--- src/rtl/div_seq_pkg.sv ---
// Shared codes for the execute-stage divide sequencer: FSM states,
// handshake levels and the fixed operand width.
package div_seq_pkg;

  localparam int WIDTH = 32;

  localparam logic [1:0] DivFree   = 2'b00;
  localparam logic [1:0] DivByZero = 2'b01;
  localparam logic [1:0] DivOn     = 2'b10;
  localparam logic [1:0] DivEnd    = 2'b11;

  localparam logic DivResultReady    = 1'b1;
  localparam logic DivResultNotReady = 1'b0;
  localparam logic DivStart          = 1'b1;
  localparam logic DivStop           = 1'b0;

  localparam logic [WIDTH-1:0] ZeroWord = '0;

  typedef enum logic [1:0] {
    DIV_FREE   = DivFree,
    DIV_BYZERO = DivByZero,
    DIV_ON     = DivOn,
    DIV_END    = DivEnd
  } div_state_e;

endpackage

--- src/rtl/div_step.sv ---
// One radix-2 restoring step: trial-subtract the divisor from the top 33
// bits of the work register and shift in the resulting quotient bit.
module div_step
  import div_seq_pkg::*;
(
  input  logic [2*WIDTH:0]   work,
  input  logic [WIDTH-1:0]   divisor,
  output logic [2*WIDTH:0]   work_nxt
);

  logic [WIDTH:0] diff;

  assign diff = work[2*WIDTH:WIDTH] - {1'b0, divisor};

  // diff[WIDTH] is a true sign: the partial remainder is always below 2*divisor
  always_comb begin
    work_nxt = {work[2*WIDTH-1:0], 1'b0};
    if (!diff[WIDTH])
      work_nxt = {diff[WIDTH-1:0], work[WIDTH-1:0], 1'b1};
  end

endmodule

--- src/rtl/div_seq.sv ---
// Multi-cycle DIV/DIVU sequencer: start/annul/retire handshake with ex,
// 32 restoring iterations, sign fix-up and a held {rem, quot} result.
module div_seq
  import div_seq_pkg::*;
(
  input  logic                 clk,
  input  logic                 rst,
  input  logic                 signed_div_i,
  input  logic [WIDTH-1:0]     opdata1_i,
  input  logic [WIDTH-1:0]     opdata2_i,
  input  logic                 start_i,
  input  logic                 annul_i,
  output logic [2*WIDTH-1:0]   result_o,
  output logic                 ready_o,
  output logic                 busy_o
);

  div_state_e          state;
  logic [5:0]          cnt;
  logic [2*WIDTH:0]    work, work_nxt;
  logic [WIDTH-1:0]    divisor;
  logic                neg_q, neg_r;
  logic [WIDTH-1:0]    abs1, abs2, q_fix, r_fix;

  assign abs1 = (signed_div_i && opdata1_i[WIDTH-1]) ? (~opdata1_i + 1'b1) : opdata1_i;
  assign abs2 = (signed_div_i && opdata2_i[WIDTH-1]) ? (~opdata2_i + 1'b1) : opdata2_i;

  div_step u_step (
    .work     (work),
    .divisor  (divisor),
    .work_nxt (work_nxt)
  );

  // Fix-up is applied to the last step's output so the result lands on E32
  assign q_fix = neg_q ? (~work_nxt[WIDTH-1:0] + 1'b1) : work_nxt[WIDTH-1:0];
  assign r_fix = neg_r ? (~work_nxt[2*WIDTH:WIDTH+1] + 1'b1) : work_nxt[2*WIDTH:WIDTH+1];

  assign busy_o = (state != DIV_FREE);

  always_ff @(posedge clk or posedge rst) begin
    if (rst) begin
      state    <= DIV_FREE;
      cnt      <= '0;
      work     <= '0;
      divisor  <= '0;
      neg_q    <= 1'b0;
      neg_r    <= 1'b0;
      result_o <= '0;
      ready_o  <= DivResultNotReady;
    end else begin
      case (state)
        DIV_FREE: begin
          ready_o  <= DivResultNotReady;
          result_o <= '0;
          if (start_i == DivStart && !annul_i) begin
            if (opdata2_i == ZeroWord) begin
              state <= DIV_BYZERO;
            end else begin
              work    <= {ZeroWord, abs1, 1'b0};
              divisor <= abs2;
              neg_q   <= signed_div_i && (opdata1_i[WIDTH-1] ^ opdata2_i[WIDTH-1]);
              neg_r   <= signed_div_i && opdata1_i[WIDTH-1];
              cnt     <= '0;
              state   <= DIV_ON;
            end
          end
        end
        DIV_BYZERO: begin
          result_o <= {ZeroWord, ZeroWord};
          ready_o  <= DivResultReady;
          state    <= DIV_END;
        end
        DIV_ON: begin
          if (annul_i) begin
            cnt   <= '0;
            state <= DIV_FREE;
          end else begin
            work <= work_nxt;
            cnt  <= cnt + 6'd1;
            if (cnt == 6'd31) begin
              result_o <= {r_fix, q_fix};
              ready_o  <= DivResultReady;
              state    <= DIV_END;
            end
          end
        end
        DIV_END: begin
          if (start_i == DivStop) begin
            ready_o  <= DivResultNotReady;
            result_o <= '0;
            state    <= DIV_FREE;
          end
        end
        default: state <= DIV_FREE;
      endcase
    end
  end

endmodule

--- config.mk ---
export PLATFORM = sky130hd
export DESIGN_NAME = div_seq
export DESIGN_NICKNAME = d
export VERILOG_FILES = /design/src/rtl/div_seq_pkg.sv /design/src/rtl/div_step.sv /design/src/rtl/div_seq.sv
export SDC_FILE = /design/constraint.sdc
export NUM_CORES = 1
export LEC_CHECK = 0
export ABC_AREA = 1
export BUFFER_PORTS_ARGS = -buffer_cell sky130_fd_sc_hd__buf_4
export CAP_MARGIN = 40
export CORE_MARGIN = 5
export CORE_UTILIZATION = 65
export DETAILED_ROUTE_END_ITERATION = 8
export PLACE_DENSITY = 0.84
export RECOVER_POWER = 25
export SETUP_SLACK_MARGIN = 0.2
export SYNTH_ARGS = -nofsm -noshare
export SYNTH_HDL_FRONTEND = slang
export SYNTH_SLANG_ARGS = --single-unit
--- constraint.sdc ---
create_clock -name clk -period 14.5 [get_ports clk]
set_clock_uncertainty 0.1 [all_clocks]
set_input_delay 2.9 -clock clk [delete_from_list [all_inputs] [get_ports clk]]
set_output_delay 2.9 -clock clk [all_outputs]
set_load 0.02 [all_outputs]
# Word-level counts from Yosys, hierarchy flattened
# Cells that the tools add are included.
dict set report word_totals {
  reg_bits 172
  output_inout_bits 66
}
dict set report op_classes {
  addsub 6
  eq_ne 10
  mux 27
  n_bitwise 6
  n_reduce_logical 15
}
# operator count
set op_table {}
lappend op_table {{2-to-1 mux 65 bit} 4}
lappend op_table {{2-to-1 mux 64 bit} 3}
lappend op_table {{one-hot mux 64 bit (3 select lines)} 1}
lappend op_table {{one-hot mux 65 bit (2 select lines)} 1}
lappend op_table {{adder 32 x 1 -> 32 bit, second input constant} 4}
lappend op_table {{2-to-1 mux 32 bit} 4}
lappend op_table {{NOT 32 bit} 4}
lappend op_table {{subtractor 33 x 32 -> 33 bit} 1}
lappend op_table {{logical NOT 32 bit} 1}
lappend op_table {{2-to-1 mux 6 bit} 3}
lappend op_table {{one-hot mux 6 bit (2 select lines)} 1}
lappend op_table {{AND reduction 3 bit} 4}
lappend op_table {{2-to-1 mux 2 bit} 5}
lappend op_table {{inequality test 2 bit, second input constant} 5}
lappend op_table {{one-hot mux 2 bit (4 select lines)} 1}
lappend op_table {{adder 6 x 1 -> 6 bit, second input constant} 1}
lappend op_table {{== test 6 x 5 -> 1 bit, second input constant} 1}
lappend op_table {{== test 2 bit, second input constant} 2}
lappend op_table {{logical AND 1 bit} 4}
lappend op_table {{one-hot mux 1 bit (4 select lines)} 1}
lappend op_table {{AND reduction 4 bit} 1}
lappend op_table {{nonzero test 2 bit} 2}
lappend op_table {{2-to-1 mux 1 bit} 3}
lappend op_table {{inequality test 3 bit, second input constant} 1}
lappend op_table {{other kinds (6)} 6}

# Logic depth before layout (Yosys ltp)
dict set report depth {
  depth_word 8
  mapped_depth 29
  mapped_depth_nobuf 28
}

# Cells and area by module
# A second synthesis with hierarchy kept.
dict set report unflattened {
  cells_unflattened 2294
  hier_area_um2 13954.6
}
# mod n_inst cells_each area_per_inst_um2 seq_area_each_um2
set by_module_without_submodules {}
lappend by_module_without_submodules {div_seq 1 1582 10563.9 4304.1}
lappend by_module_without_submodules {div_step 1 712 3390.8 0.0}

# Worst setup path before layout
# OpenSTA, ideal clock, no wires.
dict set report synth_timing {
  path_kind {input-to-reg}
  start {input opdata1_i[1]}
  end {register work[21]}
  setup_time_ps 130
  arrival_ps 4626
  required_time_ps 14270
  slack_ps 9644
  stages 12
  path_buffers 0
  path_cell_list {inv_1 ha_1 nand4_1 nor3_1 nand3_1 or2_2 o21ai_0 o21ai_0 a21oi_1 nor2_1 o21ai_0 o21ai_0}
}
dict set report synth_between {
  elab_chain_cells 6
}
# element line_no
set synth_lines {}
lappend synth_lines {{from (decl)} div_seq.sv:9} ;# input logic [WIDTH-1:0] opdata1_i,
lappend synth_lines {{NOT 32 bit} div_seq.sv:25} ;# assign abs1 = (signed_div_i && opdata1_i[WIDTH-1]) ? (~opdata1_i + 1'b1) : opdata1_i;
lappend synth_lines {{adder 32 x 1 -> 32 bit} div_seq.sv:25}
lappend synth_lines {{2-to-1 mux 32 bit} div_seq.sv:25}
lappend synth_lines {{2-to-1 mux 65 bit} div_seq.sv:56} ;# if (opdata2_i == ZeroWord) begin
lappend synth_lines {{2-to-1 mux 65 bit} div_seq.sv:55} ;# if (start_i == DivStart && !annul_i) begin
lappend synth_lines {{one-hot mux 65 bit (2 select lines)} div_seq.sv:51} ;# case (state)
lappend synth_lines {{to (signal assigned)} div_seq.sv:59} ;# work <= {ZeroWord, abs1, 1'b0};
lappend synth_lines {{to (signal assigned)} div_seq.sv:78} ;# work <= work_nxt;
lappend synth_lines {{to (decl)} div_seq.sv:20} ;# logic [2*WIDTH:0] work, work_nxt;
# No other way between the ends. The select of a mux whose other input is x is not followed.
# A chain may end at the register's enable or synchronous reset.

==> impl_metrics.yaml <==
yosys:
  synth_top_family_by_area: "simple AND/OR/NAND/NOR gates"
  ys_seq_area_share_pct: 31.5
  synthMuxAreaShare_pct: 0
  ys_ff_latch: 172
  synth_top_flop_cell: "dfrtp_1"
  synth_top_area_cell: "dfrtp_1"
  yosysTopAreaCellShare_pct: 31.5
  syn_nets: 2244
  syn_inst: 2133
  synthTopCellsByArea: "dfrtp_1 31%, nand2_1 20%, inv_1 8.3%, nor2_1 5.2%, o21ai_0 5.2%"
  synth-compound-area-share_pct: 12.8
  synth_fa_ha_area_share_pct: 3.90
  synth_area_um2: 13700
  synthSimpleGateAreaFrac_pct: 37.0
  syn_area_per_cell_um2: 6.41
  synth-edff-count: 0
  synthArstFlopShare_pct: 100
  synth_cell_type_count: 55
  synthXorXnorAreaFrac_pct: 3.91
  ys.warnings.count: 0
sta:
  final-setup-viol-count: 0
  worst_pin_slew_ns: 3.47
  fin_crit_sh_pct: 51.4
  slew_violations: 114
  relSlewSlack_pct: -131
  max_freq_ghz: 0.134
  finalHoldViolations: 0
  setup_tns_ns: 0
  rsz0062_at_grt: "false"
  fin_crit_ns: 7.45
die:
  ioPinCount: 135
  die-area_um2: 24000
  fp.dieH_um: 155
  core-area_um2: 20900
  placementRows: 53
  die_x_um: 155
  initial_core_util_pct: 65.4
critical_path:
  critPathCaptureType: "async pin"
  crit_path_top_delay_cell: "clkbuf_1"
  crit_path_max_fanout: 62
  critPathKind: "input port to async pin"
  cp.arrival_ns: 7.81
  cp-start-kind: "input port"
  cp.required_ns: 14.87
  crit_path_cell_trace: "clkbuf_4, clkinvlp_2, clkbuf_1, buf_4"
  max_stage_delay_ns: 2.51
global_route:
  grt_pass1_vias: 13544
  overflow: 0
  grt_pass1_wl_um: 68400
  track_usage_pct: 35.1
  grt_max_degree: 66
  antenna_found_initial: 0
drt:
  drt_iter0_markers: 1366
  vias: 14283
  drcViolationCount: 0
  first_pass_iters: 9
  final_antenna_net_count: 0
  viasPerCell: 5.67
  routedWlPerCell_um: 16.7
  routed_wl_um: 42000
final_layout:
  drive_above_1_share_pct: 11.6
  area_growth_pct: 12.7
  fin_nets: 2342
  num_antenna_cells: 0
place:
  hpwl_um: 32700
  gp_congestion: 0.998
  portBuffers: 134
clock_network:
  cts_buffers: 17
  htree_levels: 4
  clock_path_buffers: 2
  cts_tree: "yes"
  insertion_delay_ns: 0.44
  clock_sinks: 172
  ctsResizeCount: 0
  clk_pin_slew_worst_paths_ns: 0.07
  cts-root-buf: "clkbuf_16"
  post_cts.repair.setup_buffers: 0
  ctsHoldBuffers: 0
outcome:
  outcome: "finished, violations left"
  violations: "max-capacitance violations, max-slew violations"
flow_run:
  drv_cap: 2
hold_path:
  hp-class: "register to register"
-- metal layers --
layer | vias to the layer above | wire, µm | GRT usage [%]
li1 | 6966 | - | -
met1 | 6511 | 16800 | 44.8
met5 | - | 0 | 0
met3 | 137 | 2990 | 4.87
met2 | 669 | 20200 | 60.2
met4 | 0 | 2030 | 14.6
-- cell families (layout without fill, tap and decap cells) --
group / after synthesis / count (layout)
AOI/OAI and AO/OA: 303 / 303
xor gates and xnor gates: 61 / 61
adders and majority gates: 42 / 42
buffers and inverters: 374 / 485
DFF: 172 / 172
and+or+nand+nor: 1181 / 1181
-- worst paths after layout --
check | start | cells after the start | endpoint | slack, ns
max in group clk | opdata2_i[0] | 17 | work[1] | 7.87
worst min-delay path | result_o[58] | 2 | result_o[58] | 0.38
worst max-delay path | rst | 4 | result_o[1] | 7.05
min in group asynchronous | rst | 2 | result_o[37] | 2.92
worst max register to register | work[32] | 27 | result_o[26] | 9.61
worst min register to register | result_o[58] | 2 | result_o[58] | 0.38
-- cell usage after synthesis (4+ instances only) --
cell and n:
nand2_1 721, inv_1 301, nor2_1 190, dfrtp_1 172, o21ai_0 141, nand3_1 128
a21oi_1 51, xor2_1 47, clkbuf_1 43, ha_1 41, nand2_2 36, o22ai_1 31
nand4_1 28, nor3_1 26, o21ai_1 23, o211ai_1 14, xnor2_1 14, nand3b_1 10
nor2_2 10, inv_2 7, nand2_4 7, o31ai_1 7, buf_2 6, buf_6 6
nor4_1 5, o221ai_1 5, a22o_1 4, buf_1 4, buf_4 4, nand3_2 4
or2_2 4
-- state kept, by name, summed over array words and instances, names as in the netlist --
signal,flops
state,2
ready_o,1
cnt,6
divisor,32
neg_q,1
work,65
result_o,64
neg_r,1
-- critical path: cells and delay by family --
kind	cells	cell delay, ns
buf+inv	4	4.77
-- cells in the final DEF (no fill, tap or decap), drive strengths merged, types with 3 or more instances in the layout --
cell type and instances:
dfrtp 172, nor4 5, a21oi 54, xor2 47, or2 5, xnor2 14, nand2 766, o21a 3
o211ai 14, inv 315, clkinv 5, nand4 28, o21ai 167, buf 142, clkbuf 21, a32o 3
nand3b 10, o221ai 5, o22ai 31, ha 41, o31ai 7, nor2 202, nand3 135, a21boi 3
a22o 4, nor3 28
-- area by class of cell --
type / count / area [µm²]
timing repair buffer: 144 / 1120
tap: 275 / 344
clock buffer: 19 / 453
fill: 1794 / 5490
clock inverter: 13 / 145
multi-input combinational: 1587 / 7870
sequential: 172 / 4300
inverter: 309 / 1160
-- through the flow --
stage	util (%)	std cells	hold slack, ns	instance area [µm²]	worst slack (ns)
floorplan	-	2133	0.353	13700	6.84
global placement	70.6	2483	0.368	14700	6.85
detailed placement	71.0	2487	0.369	14800	7.57
CTS	73.9	2519	0.388	15400	7.97
global route	73.7	2519	0.413	15400	6.11
finish	73.7	2519	0.384	15400	7.05
Power is left out: the tool's default activity adds up to more than one toggle a clock period on the data nets, which glitch-free logic cannot reach.
